==> src/rtl/alu_issue_queue.sv <==
// alu_issue_queue
// Two-entry FIFO sitting between decode and the ALU. Instructions are fully
// decoded into ALU issue packets as they are accepted, so the execute stage
// only sees ready-made operands and control bits straight from registers.
//
// Ports
//   clk, rst_n        : clock, asynchronous active-low reset
//   flush             : synchronous discard of every queued entry
//   in_valid/in_ready : decode-side handshake
//   in_instr          : raw 16-bit instruction word
//   in_rs/in_rt/in_imm: Rs data, Rt data, extended immediate
//   out_valid/ex_ready: execute-side handshake
//   A, B              : ALU operands of the head entry
//   Op                : head instruction word, forwarded unmodified
//   Cin/invA/invB/sign: ALU control bits of the head entry
module alu_issue_queue (
    input  logic        clk,
    input  logic        rst_n,
    input  logic        flush,
    input  logic        in_valid,
    output logic        in_ready,
    input  logic [15:0] in_instr,
    input  logic [15:0] in_rs,
    input  logic [15:0] in_rt,
    input  logic [15:0] in_imm,
    output logic        out_valid,
    input  logic        ex_ready,
    output logic [15:0] A,
    output logic [15:0] B,
    output logic [15:0] Op,
    output logic        Cin,
    output logic        invA,
    output logic        invB,
    output logic        sign
);

    typedef struct packed {
        logic [15:0] a;
        logic [15:0] b;
        logic [15:0] op;
        logic        cin;
        logic        inv_a;
        logic        inv_b;
        logic        sign;
    } packet_t;

    packet_t    mem [2];
    packet_t    decoded;
    packet_t    head;
    logic       wr_ptr;
    logic       rd_ptr;
    logic [1:0] count;
    logic       do_enq;
    logic       do_deq;

    // Handshakes depend only on registered occupancy, never on ex_ready,
    // so a full queue refuses input even while the head is draining.
    assign in_ready  = (count < 2'd2);
    assign out_valid = (count != 2'd0);
    assign do_enq    = in_valid & in_ready;
    assign do_deq    = out_valid & ex_ready;

    // Decode at enqueue time. Opcodes not listed fall through to the
    // defaults (A=rs, B=imm, no inversion, signed).
    always_comb begin
        decoded       = '0;
        decoded.a     = in_rs;
        decoded.b     = in_imm;
        decoded.op    = in_instr;
        decoded.sign  = 1'b1;
        case (in_instr[15:11])
            5'b01001: begin
                decoded.inv_a = 1'b1;
                decoded.cin   = 1'b1;
            end
            5'b01011: decoded.inv_b = 1'b1;
            5'b10010: decoded.a = {in_rs[7:0], 8'h00};
            5'b11010: decoded.b = in_rt;
            5'b11011: begin
                decoded.b = in_rt;
                case (in_instr[1:0])
                    2'b01: begin
                        decoded.inv_a = 1'b1;
                        decoded.cin   = 1'b1;
                    end
                    2'b11:   decoded.inv_b = 1'b1;
                    default: ;
                endcase
            end
            5'b11100, 5'b11101, 5'b11110: begin
                decoded.b     = in_rt;
                decoded.inv_b = 1'b1;
                decoded.cin   = 1'b1;
            end
            5'b11111: begin
                decoded.b    = in_rt;
                decoded.sign = 1'b0;
            end
            default: ;
        endcase
    end

    // Storage, pointers and occupancy. Flush outranks enqueue and dequeue;
    // the entry contents are cleared on reset so the outputs read as zero.
    always_ff @(posedge clk or negedge rst_n) begin
        if (!rst_n) begin
            mem[0] <= '0;
            mem[1] <= '0;
            wr_ptr <= 1'b0;
            rd_ptr <= 1'b0;
            count  <= 2'd0;
        end else if (flush) begin
            wr_ptr <= 1'b0;
            rd_ptr <= 1'b0;
            count  <= 2'd0;
        end else begin
            if (do_enq) begin
                mem[wr_ptr] <= decoded;
                wr_ptr      <= ~wr_ptr;
            end
            if (do_deq) begin
                rd_ptr <= ~rd_ptr;
            end
            case ({do_enq, do_deq})
                2'b10:   count <= count + 2'd1;
                2'b01:   count <= count - 2'd1;
                default: ;
            endcase
        end
    end

    assign head = mem[rd_ptr];
    assign A    = head.a;
    assign B    = head.b;
    assign Op   = head.op;
    assign Cin  = head.cin;
    assign invA = head.inv_a;
    assign invB = head.inv_b;
    assign sign = head.sign;

endmodule

==> config.mk <==
export PLATFORM = sky130hd
export DESIGN_NAME = alu_issue_queue
export DESIGN_NICKNAME = d
export VERILOG_FILES = /design/src/rtl/alu_issue_queue.sv
export SDC_FILE = /design/constraint.sdc
export NUM_CORES = 1
export LEC_CHECK = 0
export CAP_MARGIN = 10
export CORE_MARGIN = 4
export CORE_UTILIZATION = 53
export DETAILED_ROUTE_END_ITERATION = 12
export PLACE_DENSITY = 0.81
export SYNTH_ARGS = -nofsm -noshare
export SYNTH_HDL_FRONTEND = slang
export SYNTH_SLANG_ARGS = --single-unit
==> constraint.sdc <==
create_clock -name clk -period 2.9 [get_ports clk]
set_input_delay 0.29 -clock clk [delete_from_list [all_inputs] [get_ports clk]]
set_output_delay 0.29 -clock clk [all_outputs]
set_load 0.02 [all_outputs]
Word level (Yosys, flattened, before mapping)
Cells that the tools add are included.
{"block": "classes", "add_sub_neg": 2, "n_lt_le_gt_ge": 4, "reduce_logical": 9, "muxes": 20, "eq_ne": 13, "bitwise_logic": 7}
{"operator": "$mux 52", "count": 4}
{"operator": "$bwmux 104", "count": 1}
{"operator": "$demux 52 s1", "count": 1}
{"operator": "$eq 5x5->1 const B", "count": 7}
{"operator": "$mux 16", "count": 2}
{"operator": "$eq 5x4->1 const B", "count": 2}
{"operator": "$reduce_or 4->1", "count": 2}
{"operator": "$mux 1", "count": 6}
{"operator": "$pmux 1 s2", "count": 3}
{"operator": "$reduce_bool 2->1", "count": 3}
{"operator": "$reduce_or 6->1", "count": 1}
{"operator": "$eq 2x1->1 const B", "count": 2}
{"operator": "$eq 2x2->1 const B", "count": 2}
{"operator": "$ge 2x2->1 const B", "count": 2}
{"operator": "$mux 2", "count": 2}
{"operator": "$not 1->2", "count": 2}
{"operator": "$pmux 2 s2", "count": 1}
{"operator": "$not 1->1", "count": 3}
{"operator": "$reduce_bool 3->1", "count": 1}
{"operator": "$add 2x1->2 const B", "count": 1}
{"operator": "$and 1x1->1", "count": 2}
{"operator": "$lt 2x1->1 const B", "count": 1}
{"operator": "$lt 2x2->1 const B", "count": 1}
{"operator": "$reduce_and 2->1", "count": 1}
{"operator": "other kinds (2)", "count": 2}
{"block": "totals", "reg_bits": 108, "elab_cells": 72}

Longest topological paths before layout
Gate-level depths: netlist of the first run.
{"block": "logic_depth", "ltp_word": 6, "depth_mapped": 8, "mapped_depth_nobuf": 4}

Worst setup path before layout of the first run
Ideal clock, no wire load.
{"block": "synth_timing", "path_type": "register to output", "start": "reg rd_ptr", "end": "out A[10]", "arrival_time_ps": 1335, "setup_slack_ps": 1275, "stages_incl_launch_ff": 4, "cell_sequence": "dfrtp_1 clkbuf_1 buf_1 mux2_2"}
{"block": "synth_via", "elab_chain_cells": 4}
{"item": "start, declared", "line": "51", "rtl": "logic rd_ptr;"}
{"item": "start signal, assigned", "line": "122", "rtl": "rd_ptr <= ~rd_ptr;"}
{"item": "$not 1->2 (implied by the code)", "line": "132", "rtl": "assign head = mem[rd_ptr];"}
{"item": "$mux 52 (implied by the code) (3 in a row)", "line": "132"}
{"item": "end, declared", "line": "28", "rtl": "output logic [15:0] A,"}
No other way between the ends. The select of a mux whose other input is x is not followed.

Final worst setup path of the first run
{"block": "layout_timing", "start": "reg rd_ptr", "end": "out invB"}
{"block": "layout_via", "elab_chain_cells": 4}
{"item": "$not 1->2 (implied by the code)", "line": "132"}
{"item": "$mux 52 (implied by the code) (3 in a row)", "line": "132"}
{"item": "end, declared", "line": "33", "rtl": "output logic invB,"}
No other way between the ends. The select of a mux whose other input is x is not followed.

==> flow_summary.yaml, run 1 <==
run_status:
  status: "complete, but fails checks"
  violations: "negative hold slack"
routing:
  wl_per_cell_um: 15.67
  drt_iter0_markers: 182
  routed_wirelength_um: 11390
  via_per_inst: 5.341
  drc: 0
  final_antenna_net_count: 0
  drt_pass1_iterations: 5
  vias: 3883
sta:
  worstMarginPinSlew_ns: 0.7607
  max-slew-margin-rel_pct: 49.29
  holdWs_ns: -0.005739
  setup_viol: 0
  fin_crit_ns: 2.447
  fin_skew_ns: 0.01113
  hold_viol: 3
  fin_crit_sh_pct: 84.39
  clock.fmax_mhz: 408.6
  rsz0062_at_grt: "no"
  drv_slew: 0
  finalSetupTns_ns: 0
final_layout:
  nFillCells: 718
  seq_area_sq_mm: 0.002704
  num_antenna_cells: 0
  area_growth_syn_to_layout_pct: 29.26
  multiInputGateArea_sq_mm: 0.002100
  num-nets-final: 680
  drive_above_1_share_pct: 13.80
  final_cells: 727
floorplan:
  rows: 35
  die_w_um: 105.0
  dieArea_sq_mm: 0.01103
  die_h_um: 105.0
  start_util_pct: 54.26
  io_pins: 123
  core_sq_mm: 0.009196
worst_setup_path:
  crit_chain: "buf_4, mux2_2, clkdlybuf4s50_1"
  critPathSlowestCell: "dfrtp_2"
  start_kind: "flop"
  crit_type: "reg -> out"
  r2r_slack_ns: 1.06
  worstPathRequired_ns: 2.61
  cp-end-kind: "output port"
  max_stage_delay_ns: 0.59
  cp_data_arrival_time_ns: 2.16
  crit_fanout: 14
synthesis:
  synth_top_cell_by_area: "dfrtp_1"
  synth.most_common_cell: "nand2_1"
  synth-main-ff-cell: "dfrtp_1"
  syn_avg_cell_area_sq_um: 9.900
  ys_seq_elements: 108
  async_flop_share_pct: 100.0
  synth.distinct_cells: 33
  synth_warnings: 0
  synthCells: 504
  syn-num-nets: 573
  synthTopCellsByCount: "nand2_1, dfrtp_1, mux2_2"
  synth_top_area_share_pct: 54.16
  netlist_area_sq_mm: 0.004990
  synth-seq-area-share_pct: 54.16
  synth_edf_count: 0
  synth_area_leaders: "dfrtp_1, mux2_2, nand2_1, o21ai_0, mux2i_1"
clocking:
  holdBufCountCts: 0
  cts_buffer_depth: 2
  clock_sinks: 108
  clockRootBuffer: "clkbuf_8"
  path_clk_slew_ns: 0.10
  insertion_delay_ns: 0.36
  numCtsBuffers: 9
  cts-htree-levels: 3
  cts_tree: "built"
  cts_resized: 0
  cts_setup_buffers: 0
job:
  max_cap_viol_count: 0
grt:
  grt_pass1_vias: 3970
  grt_max_degree: 70
  groute.usage.overall_pct: 21.09
  antenna_found_initial: 0
  grt_pass1_wl_um: 19010
  overflow: 0
placed_design:
  dp_hpwl_um: 7901
  dpl.cell_count: 711
  portBuffers: 122
  gp_congestion: 0.8166
pwr:
  p_leak_nw: 3.016
  ir_drop_v: 0.0003476
  powerDensity_mw_per_mm2: 672.1
min_path:
  hold_path_class: "in -> async"
==> flip-flops by register name, indices dropped and copies added (netlist names) <==
signal / count
count: 2
rd_ptr: 1
mem: 104
wr_ptr: 1
==> layout by cell type, fill, tap and decap left out, types with 2 or more instances in the layout <==
cell type,count
a21oi_1,18
a31oi_1,4
buf_12,2
buf_4,8
clkbuf_1,3
clkbuf_8,9
clkdlybuf4s50_1,121
clkinvlp_4,2
dfrtp_1,107
inv_1,3
mux2_2,52
mux2i_1,24
nand2_1,156
nand3_1,3
nor2_1,25
nor4_1,2
o21ai_0,50
o21ai_1,6
xor2_1,3
==> stage by stage <==
step / utilization, % / total power [W] / instance area (sq um) / setup WS, ns
after floorplan: - / 0.002863 / 4990 / 1.275
after global placement: 68.12 / 0.003434 / 6265 / 0.7728
after detailed placement: 68.12 / 0.003497 / 6265 / 0.6768
after CTS: 70.14 / 0.004373 / 6450 / 0.4239
after global routing: 70.14 / 0.004595 / 6450 / 0.3727
final: 70.14 / 0.004335 / 6450 / 0.4525
==> layout make-up <==
class	count	area share, %
flip-flops and latches	108	41.92
multi-input cells	358	32.55
repair buffers	131	20.33
well taps	111	2.153
clock buffers	12	2.095
clock inverters	4	0.7759
inverters	3	0.1746
==> power by group <==
group,internal (W),switching (W),leakage [nW]
clock,0.000400,0.000480,0.0866
combinational,0.000702,0.000691,1.60
sequential,0.00187,0.000189,1.33
==> kinds of logic after synthesis <==
logic type / Yosys count / share of synthesized area [%]
AND/OR/NAND/NOR: 199 / 16.40
buffers and inverters: 38 / 4.037
AO/OA/AOI/OAI: 80 / 8.325
flip-flops: 108 / 54.16
XOR/XNOR: 3 / 0.5267
multiplexers: 76 / 16.55
==> layer usage <==
layer / wire [um] / up-vias / global-route usage [%]
met5: 0 / - / 0
met4: 141 / 0 / 5.436
met3: 805 / 13 / 5.559
met2: 5532 / 117 / 34.37
met1: 4910 / 1862 / 28.16
li1: - / 1891 / -
==> critical path, delay by kind of cell (launching register included) <==
family | cells | cell delay (ns)
muxes | 1 | 0.37
buffers and inverters | 2 | 0.83
DFF | 1 | 0.59
==> worst paths after layout <==
| path | from | end | depth (start not counted) |
|---|---|---|---|
| max in group asynchronous | rst_n | mem[2] | 2 |
| setup reg to reg | count[1] | mem[32] | 5 |
| setup / recovery | rd_ptr | invB | 3 |
| hold / removal | rst_n | mem[23] | 1 |
| hold reg to reg | mem[10] | mem[10] | 2 |
| min in group clk | mem[10] | mem[10] | 2 |
(Power assumes the default switching activity.)
==> run 2: changes to the inputs <==
Settings changed: CORE_UTILIZATION 53 to 50, PLACE_DENSITY 0.81 to 0.77.
Clock period 2.9 ns to 2.5 ns, I/O delays scaled along.
==> flow_summary.yaml, run 2 (synthesis results as in run 1) <==
run_status:
  status: "complete, no violations"
sta:
  drv_slew: 0
  rsz0062_at_grt: "no"
  clock.fmax_mhz: 414.4
  worstMarginPinSlew_ns: 0.6592
  fin_skew_ns: 0.01330
  setup_viol: 0
  fin_crit_sh_pct: 96.53
  setup_ws_ns: 0.08686
  max-slew-margin-rel_pct: 56.05
  hold_viol: 0
  finalSetupTns_ns: 0
  fin_crit_ns: 2.413
clocking:
  path_clk_slew_ns: 0.10
  holdBufCountCts: 1
  cts_tree: "built"
  cts-htree-levels: 3
  cts_resized: 0
  numCtsBuffers: 9
  cts_setup_buffers: 0
  clockRootBuffer: "clkbuf_8"
  insertion_delay_ns: 0.37
  cts_buffer_depth: 2
  clock_sinks: 108
grt:
  grt_max_degree: 70
  groute.usage.overall_pct: 20.50
  overflow: 0
  antenna_found_initial: 0
  grt_pass1_wl_um: 18820
  grt_pass1_vias: 3842
pwr:
  switching_power_w: 0.001596
  powerDensity_mw_per_mm2: 776.6
  internal_power_w: 0.003459
  clockPowerShare_pct: 20.7
  swShare_pct: 31.58
  combPwrFrac_pct: 32.1
  total_power_w: 0.005055
  ir_drop_v: 0.0003747
  p_leak_nw: 3.037
  power_frac_seq_pct: 47.3
job:
  max_cap_viol_count: 0
worst_setup_path:
  max_stage_delay_ns: 0.58
  critPathSlowestCell: "clkdlybuf4s50_1"
  reg2reg_depth: 5
  cp_top_family: "buffers and inverters"
  worstPathRequired_ns: 2.25
  r2r_slack_ns: 0.66
  crit_fanout: 31
  crit_type: "reg -> out"
  cp_data_arrival_time_ns: 2.16
  start_kind: "flop"
  worstReg2RegStart: "count[1]"
  cp-end-kind: "output port"
  r2r_end: "mem[27]"
  crit_chain: "buf_12, mux2_2, clkdlybuf4s50_1"
  worst-path-buf-inv: 2
final_layout:
  nFillCells: 819
  area_growth_syn_to_layout_pct: 30.44
  largest_registers: "mem: 104 flops, count: 2 flops"
  drive_above_1_share_pct: 14.22
  largest_reg_flops: 104
  num_antenna_cells: 0
  fin_util_pct: 66.90
  mostFrequentLayoutCell: "nand2_1"
  regMostFlops: "mem"
  num-nets-final: 683
  final_cells: 752
  final_cell_mix: "nand2_1, clkdlybuf4s50_1, dfrtp_1, mux2_2, o21ai_0"
routing:
  via_per_inst: 5.130
  drt_iter0_markers: 207
  wl_per_cell_um: 15.21
  drt_pass1_iterations: 5
  routed_wirelength_um: 11440
  drc: 0
  vias: 3858
  final_antenna_net_count: 0
floorplan:
  die_h_um: 107.9
  die_w_um: 107.9
  rows: 36
  core_sq_mm: 0.009729
  start_util_pct: 51.29
  io_pins: 123
  dieArea_sq_mm: 0.01164
min_path:
  hold_end: "mem[13]"
  hold_path_class: "in -> reg"
  min_delay_path_depth: 3
  holdCritStartpoint: "in_instr[9]"
placed_design:
  dpl.cell_count: 735
  pre_cts_ws_ns: 0.3385
  portBuffers: 122
  dp_hpwl_um: 8018
  gp_congestion: 0.7599
-- run 2: cell count changes in the layout (fill, tap and decap cells not counted), sizes merged --
cell | before | now
inv | 3 | 4
clkinvlp | 2 | 1
clkinv | 1 | 2
buf | 10 | 12
clkbuf | 12 | 11
dlygate4sd3 | 0 | 1
-- run 2: how the worst max path moves through the flow --
stage	cells after the start	slack [ns]	end	from
floorplan	8	0.90	mem[17]	count[1]
global placement	6	0.41	mem[32]	in_valid
detailed placement	6	0.34	mem[27]	in_valid
CTS	3	0.08	B[7]	rd_ptr
global route	3	0.02	B[9]	rd_ptr
finish	3	0.09	A[1]	rd_ptr
-- run 2: per-layer routing --
| metal | share of wire, % | vias to the layer above | routed length (um) | GRT usage (%) |
|---|---|---|---|---|
| li1 | - | 1891 | - | - |
| met1 | 46 | 1862 | 5259 | 28.57 |
| met2 | 48 | 92 | 5485 | 32.64 |
| met3 | 5.0 | 13 | 567 | 4.379 |
| met4 | 1.1 | 0 | 129 | 5.591 |
| met5 | 0 | - | 0 | 0 |
-- run 2: cell type report --
| cell class | count | area [sq um] | area share (%) |
|---|---|---|---|
| repair buffers | 134 | 1336 | 20.53 |
| flip-flops and latches | 108 | 2704 | 41.54 |
| inverters | 3 | 11.26 | 0.1730 |
| well taps | 133 | 166.4 | 2.557 |
| clock inverters | 5 | 60.06 | 0.9227 |
| clock buffers | 11 | 131.4 | 2.018 |
| multi-input cells | 358 | 2100 | 32.26 |
-- run 2: power by group through the flow --
| stage | Combinational (W) | Sequential, W | Clock, W |
|---|---|---|---|
| 5_1_grt | 0.00178 | 0.00244 | 0.00113 |
| 2_1_floorplan | 0.000966 | 0.00236 | 0 |
| 6_report | 0.00162 | 0.00239 | 0.00104 |
| 4_1_cts | 0.00164 | 0.00239 | 0.00107 |
| 3_3_place_gp | 0.00159 | 0.00240 | 0 |
| 3_5_place_dp | 0.00163 | 0.00243 | 0 |
-- run 2: worst min-delay path: cells and delay by family --
| family | cells | cell delay, ns |
|---|---|---|
| buffers and inverters | 1 | 0.42 |
| and+or+nand+nor | 2 | 0.10 |
-- run 2: metrics by stage --
stage / cell area (sq um) / hold WS, ns
after floorplan: 4990 / -0.04559
after global placement: 6307 / 0.2998
after detailed placement: 6307 / 0.3115
after CTS: 6509 / 0.4145
after global routing: 6509 / 0.4293
final: 6509 / 0.4325
==> run 3: changes to the inputs <==
Settings changed: CAP_MARGIN 10 to 20.
==> results of run 3 <==
Same layout as run 2: the final DEF is identical, and so are final timing and power.
